### src/rtl/tamaguchi_pkg.sv
// Shared Tamaguchi definitions: action IDs, arbiter FSM states and pending-bit layout.
// control_principal decodes the same action IDs.
package tamaguchi_pkg;

   localparam logic [2:0] ID_NONE   = 3'd0;
   localparam logic [2:0] ID_COMER  = 3'd1;
   localparam logic [2:0] ID_JUGAR  = 3'd2;
   localparam logic [2:0] ID_DORMIR = 3'd3;
   localparam logic [2:0] ID_TEST   = 3'd4;

   localparam int P_COMER  = 0;
   localparam int P_JUGAR  = 1;
   localparam int P_DORMIR = 2;
   localparam int P_TEST   = 3;

   localparam logic [1:0] RR_COMER  = 2'd0;
   localparam logic [1:0] RR_JUGAR  = 2'd1;
   localparam logic [1:0] RR_DORMIR = 2'd2;

   typedef enum logic [1:0] {
      ST_IDLE     = 2'd0,
      ST_OFFER    = 2'd1,
      ST_COOLDOWN = 2'd2
   } estado_t;

   function automatic logic [3:0] id_a_mascara(input logic [2:0] id);
      case (id)
         ID_COMER:  id_a_mascara = 4'b0001;
         ID_JUGAR:  id_a_mascara = 4'b0010;
         ID_DORMIR: id_a_mascara = 4'b0100;
         ID_TEST:   id_a_mascara = 4'b1000;
         default:   id_a_mascara = 4'b0000;
      endcase
   endfunction

   // Round-robin resumes at the slot after the one just granted.
   function automatic logic [1:0] rr_siguiente(input logic [2:0] id);
      case (id)
         ID_COMER: rr_siguiente = RR_JUGAR;
         ID_JUGAR: rr_siguiente = RR_DORMIR;
         default:  rr_siguiente = RR_COMER;
      endcase
   endfunction

   function automatic logic [2:0] grant_a_id(input logic [2:0] g);
      if (g[0])      grant_a_id = ID_COMER;
      else if (g[1]) grant_a_id = ID_JUGAR;
      else if (g[2]) grant_a_id = ID_DORMIR;
      else           grant_a_id = ID_NONE;
   endfunction

endpackage

### src/rtl/rr_arbitro3.sv
// Combinational 3-way round-robin picker: first eligible slot at or after rr wins.
module rr_arbitro3
   import tamaguchi_pkg::*;
(
   input  logic [2:0] eligible,
   input  logic [1:0] rr,
   output logic [2:0] grant
);

   always_comb begin
      grant = 3'b000;
      case (rr)
         RR_JUGAR: begin
            if (eligible[1])      grant = 3'b010;
            else if (eligible[2]) grant = 3'b100;
            else if (eligible[0]) grant = 3'b001;
         end
         RR_DORMIR: begin
            if (eligible[2])      grant = 3'b100;
            else if (eligible[0]) grant = 3'b001;
            else if (eligible[1]) grant = 3'b010;
         end
         default: begin
            if (eligible[0])      grant = 3'b001;
            else if (eligible[1]) grant = 3'b010;
            else if (eligible[2]) grant = 3'b100;
         end
      endcase
   end

endmodule

### src/rtl/arbitro_acciones.sv
// Latches button edges and offers one action at a time to control_principal,
// with valid/ack handshake, ack timeout and a secondpassed-based cooldown.
module arbitro_acciones
   import tamaguchi_pkg::*;
#(
   parameter int COOLDOWN_S  = 2,
   parameter int ACK_TIMEOUT = 1023
) (
   input  logic       clk,
   input  logic       rst,
   input  logic       secondpassed,
   input  logic       req_comer,
   input  logic       req_jugar,
   input  logic       req_dormir,
   input  logic       req_test,
   input  logic       dormido,
   input  logic       accion_ack,
   output logic       accion_valid,
   output logic [2:0] accion_id,
   output logic [3:0] pendientes,
   output logic       ocupado,
   output logic       err_timeout
);

   localparam int CW = (COOLDOWN_S > 0) ? $clog2(COOLDOWN_S + 1) : 1;

   estado_t     state, state_n;
   logic [3:0]  req_q, flancos, pend, pend_n, clr;
   logic [1:0]  rr, rr_n;
   logic [CW-1:0] cool, cool_n;
   logic [15:0] tcnt, tcnt_n;
   logic        valid_n, err_n;
   logic [2:0]  id_n, sel_id;
   logic [2:0]  elig3, grant;
   logic        hay_pend;

   assign flancos = {req_test, req_dormir, req_jugar, req_comer} & ~req_q;

   // Sleep masks comer/jugar from selection only; their bits stay latched.
   assign elig3 = {pend[P_DORMIR], pend[P_JUGAR] & ~dormido, pend[P_COMER] & ~dormido};

   rr_arbitro3 u_rr (
      .eligible (elig3),
      .rr       (rr),
      .grant    (grant)
   );

   assign sel_id   = pend[P_TEST] ? ID_TEST : grant_a_id(grant);
   assign hay_pend = pend[P_TEST] | (|elig3);

   always_comb begin
      state_n = state;
      clr     = 4'b0000;
      rr_n    = rr;
      cool_n  = cool;
      tcnt_n  = tcnt;
      valid_n = accion_valid;
      id_n    = accion_id;
      err_n   = 1'b0;
      case (state)
         ST_IDLE: begin
            if (hay_pend) begin
               state_n = ST_OFFER;
               valid_n = 1'b1;
               id_n    = sel_id;
               tcnt_n  = '0;
            end
         end
         ST_OFFER: begin
            if (accion_ack) begin
               clr     = id_a_mascara(accion_id);
               if (accion_id != ID_TEST) rr_n = rr_siguiente(accion_id);
               valid_n = 1'b0;
               id_n    = ID_NONE;
               cool_n  = CW'(COOLDOWN_S);
               state_n = ST_COOLDOWN;
            end else if (tcnt == 16'(ACK_TIMEOUT - 1)) begin
               clr     = id_a_mascara(accion_id);
               err_n   = 1'b1;
               valid_n = 1'b0;
               id_n    = ID_NONE;
               state_n = ST_IDLE;
            end else begin
               tcnt_n = tcnt + 16'd1;
            end
         end
         ST_COOLDOWN: begin
            if (pend[P_TEST]) begin
               state_n = ST_OFFER;
               valid_n = 1'b1;
               id_n    = ID_TEST;
               tcnt_n  = '0;
            end else if (cool == '0) begin
               state_n = ST_IDLE;
            end else if (secondpassed) begin
               cool_n = cool - CW'(1);
            end
         end
         default: begin
            state_n = ST_IDLE;
            valid_n = 1'b0;
            id_n    = ID_NONE;
         end
      endcase
      // A fresh edge in the clearing cycle keeps its bit set.
      pend_n = (pend & ~clr) | flancos;
   end

   always_ff @(posedge clk) begin
      if (rst) begin
         state        <= ST_IDLE;
         req_q        <= '0;
         pend         <= '0;
         rr           <= RR_COMER;
         cool         <= '0;
         tcnt         <= '0;
         accion_valid <= 1'b0;
         accion_id    <= ID_NONE;
         err_timeout  <= 1'b0;
      end else begin
         state        <= state_n;
         req_q        <= {req_test, req_dormir, req_jugar, req_comer};
         pend         <= pend_n;
         rr           <= rr_n;
         cool         <= cool_n;
         tcnt         <= tcnt_n;
         accion_valid <= valid_n;
         accion_id    <= id_n;
         err_timeout  <= err_n;
      end
   end

   assign pendientes = pend;
   assign ocupado    = (state != ST_IDLE);

endmodule

### config.mk
export PLATFORM = sky130hd
export DESIGN_NAME = arbitro_acciones
export DESIGN_NICKNAME = d
export VERILOG_FILES = /design/src/rtl/tamaguchi_pkg.sv /design/src/rtl/rr_arbitro3.sv /design/src/rtl/arbitro_acciones.sv
export SDC_FILE = /design/constraint.sdc
export NUM_CORES = 1
export LEC_CHECK = 0
export CORE_UTILIZATION = 38
export DETAILED_ROUTE_END_ITERATION = 8
export PLACE_DENSITY = 0.63
export SYNTH_ARGS = -nofsm -noshare
export SYNTH_HDL_FRONTEND = slang
export SYNTH_HIERARCHICAL = 1
export SYNTH_SLANG_ARGS = --single-unit
### constraint.sdc
create_clock -name clk -period 2.6 [get_ports clk]
set_clock_uncertainty 0.05 [all_clocks]
set_input_delay 0.26 -clock clk [delete_from_list [all_inputs] [get_ports clk]]
set_output_delay 0.26 -clock clk [all_outputs]
set_load 0.01 [all_outputs]
==> out/metrics.yaml, run 1 <==
status: "finished, final reports clean"
powerDensity_nw_per_um2: 523
numCtsBuffers: 5
final_common_cell: "dfxtp_1"
critPathCaptureType: "register"
worst_slack_ns: 0.693
cts_tree: "built"
power_w: 0.00114
finalInstanceArea_sq_um: 2190
syn_area_sq_um: 1880
post-route-period-util_pct: 73.3
drt-vias-per-instance: 5.50
nets: 261
max_stage_delay_ns: 0.47
yosysWarnings: 6
overflow: 0
crit_type: "in -> reg"
drc: 0
drv_slew: 0
hp-class: "reg -> reg"
pin_count: 19
rows: 25
root_buffer: "clkbuf_8"
final_cell_mix: "dfxtp_1 (35), nand2_1 (19), inv_1 (18), clkdlybuf4s50_1 (18)"
cpLargestDelayFamily: "compound AO/OA/AOI/OAI gates"
grt_pass1_wl_microns: 7130
dr_total_vias: 1722
cts.path.max_buffers: 2
die_x_microns: 72.3
crit_slowest_cell: "o21ai_2"
critPathArrivalTime_ns: 2.01
hpwl_microns: 3120
synth-edff-count: 0
slew_headroom_pct: 59.0
core-area_sq_um: 4720
max_freq_ghz: 0.524
min_period_ns: 1.91
hold_viol_final: 0
num_antenna_cells: 0
clkTransAtPathRegs_ns: 0.07
routed_wirelength_microns: 4210
postCtsHoldBufs: 0
maxCapViolCount: 0
yosysSeqAreaShare_pct: 37.3
postPlaceCellArea_sq_um: 2100
path_cells: "clkdlybuf4s50_1, o21ba_2, nor4_1, a221o_1, o21ai_2, o22ai_1"
ir_drop_mv: 0.218
wl_per_cell_microns: 13.5
ys_async_sr_fraction_pct: 0
ys_ff_latch: 35
post_cts_buffers: 0
antenna_found_initial: 0
place_ws_ns: 0.383
path_max_fanout: 11
tightest_slew_ns: 0.610
area_growth_pct: 16.6
syn-num-nets: 242
cp-start-kind: "input pin"
hold_ws_ns: 0.370
setup_violations: 0
clkLatencyLatePin_ns: 0.29
dr.first_iter.drc_count: 126
syn_area_per_cell_sq_um: 8.30
initial_core_util_pct: 39.7
syn_inst: 226
leakage_nw: 0.760
grt_pass1_vias: 1484
drive_gt1_share_pct: 7.32
cts_num_sinks: 35
ys.flop_type: "dfxtp_1"
synth.distinct_cells: 54
gp_congestion: 0.884
place.port_buffers: 18
final.setup.tns_ns: 0
ant_nets: 0
h-tree-depth: 2
grt_use_total_pct: 17.6
grt_max_degree: 16
cts_resized: 0
rsz0062_at_grt: "false"
die_h_microns: 72.3
worstPathRequired_ns: 2.70
dr.pass1.iters: 4
dieArea_sq_um: 5220
worst-path-buf-inv: 1
[layer usage]
layer	global-route usage (%)	up-vias	wire length, microns
met5	0	-	0
met3	3.33	8	206
met2	27.1	42	1890
met4	7.19	0	70
met1	24.3	797	2050
li1	-	875	-
[logic make-up (layout without fill, tap and decap cells)]
| kind of cell | Yosys count | in the layout | share of synthesized area [%] |
|---|---|---|---|
| simple gates | 92 | 92 | 27.5 |
| compound gates | 66 | 66 | 24.1 |
| flops | 35 | 35 | 37.3 |
| buf+inv | 25 | 45 | 5.93 |
| fa+ha+maj | 7 | 7 | 4.67 |
| mux | 1 | 1 | 0.533 |
[state kept, by name, indices dropped and copies added, names as in the netlist]
name and count:
accion_id 3, cool 2, tcnt 16, state 2
accion_valid 1, err_timeout 1, req_q 4, rr 2
pendientes 4
[power breakdown]
group	leakage [nW]	internal [W]	switching (W)
clock network	0.0477	0.000183	0.000202
registers	0.285	0.000557	0.0000260
logic	0.427	0.0000808	0.0000946
total	0.760	0.000821	0.000322
[path summary, 6_finish.rpt]
| check | endpoint | cells past startpoint | from | slack, ns |
|---|---|---|---|---|
| max | tcnt[1] | 6 | dormido | 0.69 |
| min | pendientes[3] | 1 | req_q[3] | 0.37 |
| max reg2reg | pendientes[2] | 7 | tcnt[0] | 0.70 |
| min reg2reg | pendientes[3] | 1 | req_q[3] | 0.37 |
[cell type report]
cell class / instances / area [sq um]
sequential: 35 / 701
clock buffer: 5 / 68.8
multi-input combinational: 166 / 1060
inverter: 18 / 67.6
fill: 468 / 2530
timing repair buffer: 19 / 188
clock inverter: 3 / 15.0
tap: 67 / 83.8
[cells in the mapped netlist (5+ instances only)]
| cell | n | area [sq um] |
|---|---|---|
| and3_1 | 5 | 31.3 |
| ha_1 | 7 | 87.6 |
| a21oi_1 | 12 | 60.1 |
| nand2b_1 | 6 | 37.5 |
| o21ai_0 | 8 | 40.0 |
| nor3_1 | 7 | 35.0 |
| nor2b_1 | 5 | 31.3 |
| nand2_1 | 19 | 71.3 |
| o21ai_1 | 5 | 25.0 |
| a31oi_1 | 7 | 43.8 |
| nand3_1 | 11 | 55.1 |
| dfxtp_1 | 35 | 701 |
| nand4_1 | 5 | 31.3 |
| inv_1 | 18 | 67.6 |
| nor2_1 | 12 | 45.0 |
| o211ai_1 | 5 | 37.5 |
[stage by stage]
stage | util (%) | std cells
floorplan | - | 226
global placement | 44.6 | 305
detailed placement | 44.6 | 305
CTS | 46.3 | 313
global route | 46.3 | 313
finish | 46.3 | 313
[worst reg2reg max path, cell delays in order (launching register included)]
cell     delay (ns)
dfxtp_1        0.34
inv_1          0.10
ha_1           0.16
nor4b_2        0.19
nand4_1        0.20
nor2b_2        0.25
o41ai_1        0.39
a21oi_1        0.11
Note: power is estimated with default switching activity, not from simulation.
==> run 2: changes to the inputs <==
Settings changed: PLACE_DENSITY 0.63 to 0.65.
Clock period 2.6 ns to 1.6 ns, I/O delays scaled along.
==> run 2 against run 1 <==
The flow now finishes with violations (setup timing). Non-clock buffer count rose by 66. Highest routed layer unchanged. Final cell count up 21%. Critical path type is now reg -> reg. Clock power rose by 74%. Largest power group unchanged.
==> out/metrics.yaml, run 2 (synthesis gave the netlist of run 1 again) <==
hpwl_microns: 3690
status: "finished, violations left"
clkLatencyLatePin_ns: 0.29
drive_gt1_share_pct: 43.7
cts.path.max_buffers: 2
largest-register: "tcnt"
leakage_nw: 1.17
worst_slack_ns: -0.0933
routed_wirelength_microns: 5590
grt_pass1_vias: 1894
cts_num_sinks: 35
nets: 327
clkTransAtPathRegs_ns: 0.07
dr.pass1.iters: 4
cts_tree: "built"
die_h_microns: 72.3
dr_total_vias: 2012
dieArea_sq_um: 5220
numCtsBuffers: 5
gp_congestion: 0.832
rows: 25
drt-vias-per-instance: 5.32
max_freq_ghz: 0.591
pin_count: 19
setup_violations: 11
regToRegSetupSlack_ns: -0.09
critPathArrivalTime_ns: 1.82
dr.first_iter.drc_count: 131
die_x_microns: 72.3
rsz0062_at_grt: "true"
maxCapViolCount: 0
worstPathRequired_ns: 1.73
largest_reg_flops: 16
fill_cells: 366
ant_nets: 0
cp-start-kind: "register"
grt_pass1_wl_microns: 8820
initial_core_util_pct: 39.7
place_ws_ns: -0.358
hold_viol_final: 0
crit_type: "reg -> reg"
overflow: 0
place.port_buffers: 18
utilization_pct: 64.9
critPathCaptureType: "register"
grt_use_total_pct: 21.5
wl_per_cell_microns: 14.8
core-area_sq_um: 4720
min_period_ns: 1.69
post-route-period-util_pct: 106
final_common_cell: "buf_4"
hp-class: "reg -> reg"
h-tree-depth: 2
antenna_found_initial: 0
powerDensity_nw_per_um2: 691
num_antenna_cells: 0
regArea_sq_um: 722
area_growth_pct: 63.4
ir_drop_mv: 0.480
drc: 0
final_cell_mix: "buf_4 (52), dfxtp_1 (22), nand2_1 (16)"
drv_slew: 0
failed_checks: "setup timing"
root_buffer: "clkbuf_8"
tightest_slew_ns: 0.515
power_w: 0.00212
grt_max_degree: 16
slew_headroom_pct: 65.4
path_max_fanout: 6
multi_input_area_sq_um: 1340
run 2: changes by cell type in the layout (fill, tap and decap cells not counted), moves of 4 or more:
cell	before	now
buf_6	0	13
a21oi_2	0	4
buf_4	1	52
dfxtp_2	0	11
a21oi_1	12	6
dfxtp_1	35	22
o21ai_0	8	3
run 2: routing by layer:
| layer | GRT usage (%) | vias up | share of wire, % |
|---|---|---|---|
| met5 | 0 | - | 0 |
| met4 | 7.41 | 0 | 1.3 |
| met3 | 3.47 | 5 | 2.8 |
| li1 | - | 1006 | - |
| met1 | 28.7 | 971 | 46 |
| met2 | 35.1 | 30 | 50 |
run 2: final cells by class:
class	instances	share of cell area, %
timing repair buffer	85	24.8
sequential	35	23.5
multi-input combinational	166	43.8
tap	67	2.73
clock buffer	6	2.69
inverter	18	2.28
clock inverter	1	0.163
run 2: critical path, stage by stage, from the launching register on:
cell and delay, ns:
dfxtp_1 0.34, buf_6 0.13, nand4_1 0.17, nor4_2 0.35, buf_4 0.19, a311oi_1 0.09, a31oi_1 0.17, o21ai_1 0.09
run 2: what timing repair did:
action	4_1_cts	5_1_grt
gates resized for setup	45	49
setup endpoints to repair	25	28
cloned	0	0
setup buffers	8	4
hold buffers	0	0
pin swaps	17	22
run 2: worst paths after layout:
kind                                from            end  cells past startpoint
worst min-delay path            req_q[0]  pendientes[0]                      1
worst max-delay path             tcnt[2]       tcnt[15]                      7
worst min register to register  req_q[0]  pendientes[0]                      1
worst max register to register   tcnt[2]       tcnt[15]                      7
run 2: where the power goes:
part           switching, W  leakage, nW  internal, W
Clock              0.000331       0.0470     0.000338
Combinational      0.000248        0.836     0.000264
Sequential        0.0000328        0.292     0.000906
Total              0.000612         1.17      0.00151
run 2: through the flow:
stage / instances / setup TNS [ns] / cell area, sq um / hold slack (ns)
after floorplan: 226 / -0.0604 / 1880 / 0.182
after global placement: 359 / -5.40 / 2520 / 0.350
after detailed placement: 359 / -5.76 / 2520 / 0.371
after CTS: 374 / -0.281 / 2840 / 0.361
after global routing: 378 / -1.85 / 3070 / 0.380
final: 378 / -0.407 / 3070 / 0.365
